`src/rtl/melody_pkg.sv`:
```
// Shared definitions for the melody sequencer: note codes, FSM state encoding
// and the note-to-half-period table built from the system clock frequency.
package melody_pkg;

    // Note codes as stored in the upper nibble of a table entry
    localparam logic [3:0] NOTE_REST = 4'd0;
    localparam logic [3:0] NOTE_C4   = 4'd1;
    localparam logic [3:0] NOTE_E4   = 4'd5;
    localparam logic [3:0] NOTE_G4   = 4'd8;
    localparam logic [3:0] NOTE_A4   = 4'd10;
    localparam logic [3:0] NOTE_C5   = 4'd13;

    // Sequencer states
    typedef enum logic [2:0] {
        ST_IDLE,
        ST_FETCH,
        ST_PLAY,
        ST_GAP,
        ST_DONE
    } state_t;

    // Codes 0, 14 and 15 are silent
    function automatic logic is_rest(input logic [3:0] note);
        return (note == NOTE_REST) || (note >= 4'd14);
    endfunction

    // Pitch in millihertz; 0 for rests. C5 is 523.25 Hz to match the
    // reference table the tone generator was characterised against.
    function automatic longint note_mhz(input logic [3:0] note);
        longint f;
        case (note)
            4'd1:    f = 261_626;
            4'd2:    f = 277_183;
            4'd3:    f = 293_665;
            4'd4:    f = 311_127;
            4'd5:    f = 329_628;
            4'd6:    f = 349_228;
            4'd7:    f = 369_994;
            4'd8:    f = 391_995;
            4'd9:    f = 415_305;
            4'd10:   f = 440_000;
            4'd11:   f = 466_164;
            4'd12:   f = 493_883;
            4'd13:   f = 523_250;
            default: f = 0;
        endcase
        return f;
    endfunction

    // round(clk_hz / (2*f)); pitches under ~47.7 Hz would overflow 20 bits
    function automatic logic [19:0] note_half_period(input longint clk_hz, input logic [3:0] note);
        longint f;
        f = note_mhz(note);
        if (f == 0) begin
            return 20'd0;
        end
        return 20'((clk_hz * 1000 + f) / (2 * f));
    endfunction

    // All 16 half-periods packed, entry n at bits [20n +: 20]
    function automatic logic [319:0] half_period_table(input longint clk_hz);
        logic [319:0] t;
        t = '0;
        for (int n = 0; n < 16; n++) begin
            t[20*n +: 20] = note_half_period(clk_hz, 4'(n));
        end
        return t;
    endfunction

    // Power-on tune: C4 E4 G4 C5(2) rest G4 C5(2) end
    localparam logic [127:0] DEFAULT_SONG = 128'h0000_0000_0000_0000_00D2_8101_D281_5111;

endpackage

```
`src/rtl/melody_rom.sv`:
```
// Melody table: DEPTH entries of {note[3:0], dur[3:0]} with a registered
// read port (one cycle from address to data). Contents come from INIT,
// entry n at bits [8n +: 8].
module melody_rom #(
    parameter int DEPTH = 16,
    parameter logic [8*DEPTH-1:0] INIT = '0
) (
    input  logic                     clk,
    input  logic [$clog2(DEPTH)-1:0] addr,
    output logic [7:0]               data
);

    // Registered table lookup
    always_ff @(posedge clk) begin
        data <= INIT[{addr, 3'b000} +: 8];
    end

endmodule

```
`src/rtl/melody_sequencer.sv`:
```
// Melody sequencer: walks the melody table and drives the half-period and
// enable consumed by the square-wave tone generator. Each note plays for
// dur beats, followed by a short silent gap for articulation.
module melody_sequencer
    import melody_pkg::*;
#(
    parameter int CLK_HZ     = 100_000_000,
    parameter int BEAT_TICKS = 25_000_000,
    parameter int GAP_TICKS  = 2_500_000,
    parameter int DEPTH      = 16,
    parameter logic [8*DEPTH-1:0] ROM_INIT = (8*DEPTH)'(DEFAULT_SONG)
) (
    input  logic                     clk,
    input  logic                     rst,
    input  logic                     start,
    input  logic                     stop,
    input  logic                     loop_en,
    output logic [19:0]              half_period,
    output logic                     tone_en,
    output logic [$clog2(DEPTH)-1:0] note_idx,
    output logic                     busy,
    output logic                     done
);

    localparam int IW = $clog2(DEPTH);
    localparam int PW = (BEAT_TICKS > 1) ? $clog2(BEAT_TICKS) : 1;
    localparam int GW = (GAP_TICKS > 1) ? $clog2(GAP_TICKS) : 1;
    localparam logic [319:0] HP_TABLE = half_period_table(longint'(CLK_HZ));

    state_t        state;
    logic [IW-1:0] rom_addr;
    logic [7:0]    rom_data;
    logic [3:0]    rom_note;
    logic [3:0]    rom_dur;
    logic [PW-1:0] presc;
    logic [3:0]    beats;
    logic [GW-1:0] gap_cnt;
    logic          beat_wrap;
    logic          gap_last;
    logic          last_idx;

    assign rom_note  = rom_data[7:4];
    assign rom_dur   = rom_data[3:0];
    assign beat_wrap = (presc == PW'(BEAT_TICKS - 1));
    assign gap_last  = (gap_cnt == GW'(GAP_TICKS - 1));
    assign last_idx  = (note_idx == IW'(DEPTH - 1));

    // ROM address tracks the index note_idx will hold next cycle, so the
    // entry is already on rom_data during the FETCH cycle
    always_comb begin
        rom_addr = note_idx;
        case (state)
            ST_IDLE:  if (start) rom_addr = '0;
            ST_FETCH: if (rom_dur == 4'd0) rom_addr = '0;
            ST_GAP:   if (gap_last) rom_addr = note_idx + 1'b1;
            default:  rom_addr = note_idx;
        endcase
    end

    melody_rom #(
        .DEPTH (DEPTH),
        .INIT  (ROM_INIT)
    ) u_rom (
        .clk  (clk),
        .addr (rom_addr),
        .data (rom_data)
    );

    // Sequencer FSM with registered outputs; stop overrides everything
    always_ff @(posedge clk or posedge rst) begin
        if (rst) begin
            state       <= ST_IDLE;
            half_period <= '0;
            tone_en     <= 1'b0;
            note_idx    <= '0;
            busy        <= 1'b0;
            done        <= 1'b0;
            presc       <= '0;
            beats       <= '0;
            gap_cnt     <= '0;
        end else begin
            done <= 1'b0;
            if (stop) begin
                state   <= ST_IDLE;
                tone_en <= 1'b0;
                busy    <= 1'b0;
            end else begin
                case (state)
                    ST_IDLE: begin
                        if (start) begin
                            state    <= ST_FETCH;
                            note_idx <= '0;
                            busy     <= 1'b1;
                        end
                    end
                    ST_FETCH: begin
                        if (rom_dur == 4'd0) begin
                            if (loop_en) begin
                                note_idx <= '0;
                            end else begin
                                state <= ST_DONE;
                                done  <= 1'b1;
                            end
                        end else begin
                            state   <= ST_PLAY;
                            tone_en <= !is_rest(rom_note);
                            if (!is_rest(rom_note)) begin
                                half_period <= HP_TABLE[20*rom_note +: 20];
                            end
                            presc <= '0;
                            beats <= rom_dur;
                        end
                    end
                    ST_PLAY: begin
                        if (beat_wrap) begin
                            presc <= '0;
                            if (beats == 4'd1) begin
                                state   <= ST_GAP;
                                tone_en <= 1'b0;
                                gap_cnt <= '0;
                            end else begin
                                beats <= beats - 1'b1;
                            end
                        end else begin
                            presc <= presc + 1'b1;
                        end
                    end
                    ST_GAP: begin
                        if (gap_last) begin
                            if (last_idx && !loop_en) begin
                                state <= ST_DONE;
                                done  <= 1'b1;
                            end else begin
                                note_idx <= note_idx + 1'b1;
                                state    <= ST_FETCH;
                            end
                        end else begin
                            gap_cnt <= gap_cnt + 1'b1;
                        end
                    end
                    ST_DONE: begin
                        state   <= ST_IDLE;
                        tone_en <= 1'b0;
                        busy    <= 1'b0;
                    end
                    default: begin
                        state   <= ST_IDLE;
                        tone_en <= 1'b0;
                        busy    <= 1'b0;
                    end
                endcase
            end
        end
    end

endmodule
```
`config.mk`:
```
export PLATFORM = sky130hd
export DESIGN_NAME = melody_sequencer
export DESIGN_NICKNAME = d
export VERILOG_FILES = /design/src/rtl/melody_pkg.sv /design/src/rtl/melody_rom.sv /design/src/rtl/melody_sequencer.sv
export SDC_FILE = /design/constraint.sdc
export NUM_CORES = 1
export LEC_CHECK = 0
export CORE_AREA = 2 2 85 108
export DETAILED_ROUTE_END_ITERATION = 8
export DIE_AREA = 0 0 87 110
export PLACE_DENSITY = 0.74
export RECOVER_POWER = 50
export SYNTH_ARGS = -nofsm -noshare
export SYNTH_HDL_FRONTEND = slang
export SYNTH_SLANG_ARGS = --single-unit
```
`constraint.sdc`:
```
create_clock -name clk -period 8.8 [get_ports clk]
set_input_delay 0.88 -clock clk [delete_from_list [all_inputs] [get_ports clk]]
set_output_delay 0.88 -clock clk [all_outputs]
set_load 0.005 [all_outputs]
```
Word-level counts from Yosys, hierarchy flattened

Index checks and enable logic that the tools add are counted.
W data, S select, Z words.

Register bits: 89
Bits of input ports: 5
Output and inout bits: 27
Logic and storage cells: 108

Add/subtract/negate cells: 4
$mul: 1
$lt $le $gt $ge: 1
Equality and inequality tests: 24
Shift-type cells: 2
Muxes and demuxes: 43
Bitwise operators: 3
Reductions and logical operators: 20

Operators with widths:

| operator                     | count |
|---|---|
| $shiftx A320 B10 Y20 const A | 1 |
| $shiftx A128 B8 Y8 const A   | 1 |
| $mux W22                     | 3 |
| $mux W25                     | 2 |
| $pmux W25 S2                 | 1 |
| $pmux W22 S2                 | 1 |
| $mux W4                      | 10 |
| $add A25 B1 Y25 const B      | 1 |
| $eq A25 B25 Y1 const B       | 1 |
| $mux W3                      | 8 |
| $pmux W4 S3                  | 2 |
| $add A22 B1 Y22 const B      | 1 |
| $eq A22 B22 Y1 const B       | 1 |
| $ne A2 B2 Y1 const B         | 9 |
| $ne A3 B3 Y1 const B         | 5 |
| $reduce_and A5 Y1            | 3 |
| $pmux W3 S4                  | 1 |
| $mux W1                      | 11 |
| $logic_not A4 Y1             | 2 |
| $pmux W4 S2                  | 1 |
| $reduce_and A4 Y1            | 2 |
| $mul A3 B4 Y7 const A        | 1 |
| $eq A3 B2 Y1 const B         | 2 |
| $reduce_and A6 Y1            | 1 |
| 21 further kinds             | 27 |

Logic depth before layout (Yosys ltp)

Depth in word-level cells: 6
Mapped depth: 12

Modules after synthesis

A second synthesis with hierarchy kept.

Cell total of the unflattened synthesis: 574
Area total of the unflattened synthesis: 5067.4 sq um

Modules (own cells, without submodules):

| module           | times used | cells an instance | area an instance (sq um) | sequential area each (sq um) |
|---|---|---|---|---|
| melody_sequencer | 1          | 548               | 4814.6                   | 1976.9 |
| melody_rom       | 1          | 26                | 252.7                    | 100.1 |

Worst setup path before layout

No wires, ideal clock.

Kind: flip-flop to flip-flop
Start: reg gap_cnt[9]
End: reg u_rom.data[6]
Library setup time: 137 ps
Arrival time: 2622 ps
Required time: 8663 ps
Slack: 6040 ps
Cell stages (with the launch flop): 10
Path buffers: 1
Cell sequence: dfrtp_1 -> or4_4 -> nor4_4 -> nand3_1 -> clkbuf_1 -> o21ai_0 -> inv_1 -> ha_1 -> o311ai_0 -> nor2_1

Longest elaborated chain between the ends: 4

Ends and longest elaborated chain:

| item                   | RTL line                | text |
|---|---|---|
| start, declared        | melody_sequencer.sv:37  | `logic [GW-1:0] gap_cnt;` |
| start signal, assigned | melody_sequencer.sv:138 | `gap_cnt <= gap_cnt + 1'b1;` |
| $eq A22 B22 Y1         | melody_sequencer.sv:45  | `assign gap_last = (gap_cnt == GW'(GAP_TICKS - 1));` |
| $mux W4                | melody_sequencer.sv:55  | `ST_GAP: if (gap_last) rom_addr = note_idx + 1'b1;` |
| $pmux W4 S3            | melody_sequencer.sv:52  | `case (state)` |
| $shiftx A128 B8 Y8     | melody_rom.sv:15        | `data <= INIT[{addr, 3'b000} +: 8];` |
| end signal, assigned   | melody_rom.sv:15        |  |
| end, declared          | melody_rom.sv:10        | `output logic [7:0] data` |

No other way between the ends.
A chain may end at the register's enable or synchronous reset.

==> out/qor.yml <==
cp-end-kind: "asynchronous set/reset pin"
die_h_um: 110
synth_area_um2: 4584
start_util: 0.5387
dr.pass1.iters: 4
ys_top_cells_by_count: "dfrtp_1 (77), nand2_1 (61), nor2_1 (54), o21ai_0 (39), nand3_1 (31)"
overflow: 0
rsz0062_at_grt: "no"
track_usage: 0.2261
cts_tree: "yes"
violations: "max-capacitance violations, max-slew violations"
core-area_um2: 8511
nets: 553
cts_root_buf: "clkbuf_8"
vias: 3830
outcome: "finished with violations"
row_count: 38
ant_nets: 0
hold_viol: 0
critPathMaxFanout: 77
cts_sinks: 82
synth-edff-count: 0
die_w_um: 87
max-vdd-ir-drop_v: 0.00009985
wl_mm: 9.890
setup_tns_ps: 0
yosysTopAreaCell: "dfrtp_1"
power_uw: 1023
drc: 0
syn_area_per_cell_um2: 8.867
netlist_instances: 517
multi_input_area_um2: 2387
hpwlAfterDp_mm: 6.887
ys_ff_latch: 82
ys_warn_count: 0
ios: 32
drive_above_1_share: 0.05741
grt_pass1_wl_mm: 17.10
synth_ff_type: "dfrtp_1"
drt_iter0_markers: 189
synth_area_leaders: "dfrtp_1 (42%), nand2_1 (5.0%), nor2_1 (4.4%)"
maxCapViolCount: 1
cts_buffers: 9
layout_setup_ws_ps: 3869
htree_levels: 3
post-cts-setup-buffers: 0
cellPowerDensity_nw_per_um2: 202.5
slew_headroom: -1.788
final.setup_skew_ps: 12.59
reg2reg_depth: 8
setup_violations: 0
seq_area_frac_synth: 0.4421
syn_to_final_growth_pct: 10.18
fin_hold_ws_ps: 474.9
cp.arrival_ps: 4420
detail_route.wl_per_cell_um: 15.45
grt_max_degree: 78
io_buffer_count: 29
diodes: 0
clk_pin_slew_ps: 80
routabilityCongestion: 0.8711
period_needed_ps: 4931
synth_most_common_cell: "dfrtp_1"
hold_class: "flop to flop"
async_reset_ff_frac: 0.9390
crit_end: "gap_cnt[18]"
fmax_mhz: 202.8
post-place-ws_ps: 5033
worstPathRequired_ps: 8290
period_share: 0.5604
critPathLaunchType: "input pin"
grt_pass1_vias: 3728
critical_path_class: "input pin to asynchronous set/reset pin"
p_leak_uw: 0.002179
ff_latch_area_um2: 2027
cts_hold_buf: 0
postLayoutCoreUtil: 0.5935
cts.path.max_buffers: 2
worstReg2RegStart: "gap_cnt[9]"
fill_cells: 770
viasPerCell: 5.984
tightest_slew_ps: 4182
ff2ff_setup_slack_ps: 5000
ctsResizeCount: 0
setup.worst_path.start: "rst"
clk_latency_ps: 360
antenna_found_initial: 0
synth_cell_type_count: 60
synth_top_area_frac: 0.4203
fp.dieArea_um2: 9570
report.final.slew_viol_count: 78
rr_endpoint: "u_rom.data[6]"
==> through the flow <==
step	std cells	instance area (µm²)
after floorplan	518	4588
after global placement	624	4912
after detailed placement	624	4912
after CTS	640	5070
after global routing	640	5051
final	640	5051
==> area by class of cell <==
type | instances | area share
Tap cell | 100 | 0.02477
Inverter | 12 | 0.008918
Clock inverter | 4 | 0.004459
Timing Repair Buffer | 32 | 0.06118
Multi-Input combinational cell | 398 | 0.4726
Sequential cell | 82 | 0.4013
Clock buffer | 12 | 0.02675
==> flip-flops by register name, indices dropped and copies added, names as in the netlist <==
register / count
u_rom.data: 5
beats: 4
tone_en: 1
gap_cnt: 22
state: 3
presc: 25
half_period: 16
busy: 1
done: 1
note_idx: 4
==> power breakdown <==
group	internal (µW)	leakage [µW]	switching [µW]
logic	134	0.00103	163
clock network	101	0.0000801	135
registers	432	0.00107	58.0
total	667	0.00218	356
==> cells in the final DEF, fill, tap and decap left out, types with 11 or more instances in the layout <==
cell type	instances
nor2_1	54
xor2_1	18
nand4_1	13
nand3_1	31
nand2_1	61
o21ai_0	39
ha_1	13
a21oi_1	26
dlygate4sd3_1	14
inv_1	11
dfrtp_1	77
and3_1	15
clkdlybuf4s50_1	15
==> critical path, stage by stage <==
cell           delay [ps]
dlygate4sd3_1         530
clkinv_1               40
clkbuf_1             2920
==> logic make-up after synthesis <==
| family | after synthesis | share of synthesized area |
|---|---|---|
| compound gates | 113 | 0.1556 |
| other cells | 1 | 0.0008180 |
| mux | 5 | 0.01174 |
| xor+xnor | 24 | 0.04585 |
| flops | 82 | 0.4421 |
| fa+ha+maj | 13 | 0.03548 |
| simple gates | 241 | 0.2727 |
| buf+inv | 38 | 0.03575 |
==> how the worst min path moves through the flow <==
stage	slack, ps	depth (start not counted)	to	from
after floorplan	460	1	presc[4]	presc[4]
after global placement	450	2	half_period[6]	half_period[6]
after detailed placement	470	2	half_period[10]	half_period[10]
after CTS	490	2	half_period[10]	half_period[10]
after global routing	500	2	half_period[6]	half_period[6]
final	470	2	half_period[14]	half_period[14]
==> layer usage <==
| layer | global-route usage | up-vias | share of wire | routed length, µm |
|---|---|---|---|---|
| met1 | 0.2762 | 1855 | 0.43 | 4289 |
| met2 | 0.3828 | 71 | 0.51 | 5007 |
| li1 | - | 1886 | - | - |
| met5 | 0 | - | 0 | 0 |
| met3 | 0.04393 | 18 | 0.034 | 339 |
| met4 | 0.1071 | 0 | 0.026 | 254 |
Power figures use the tool's default switching activity.
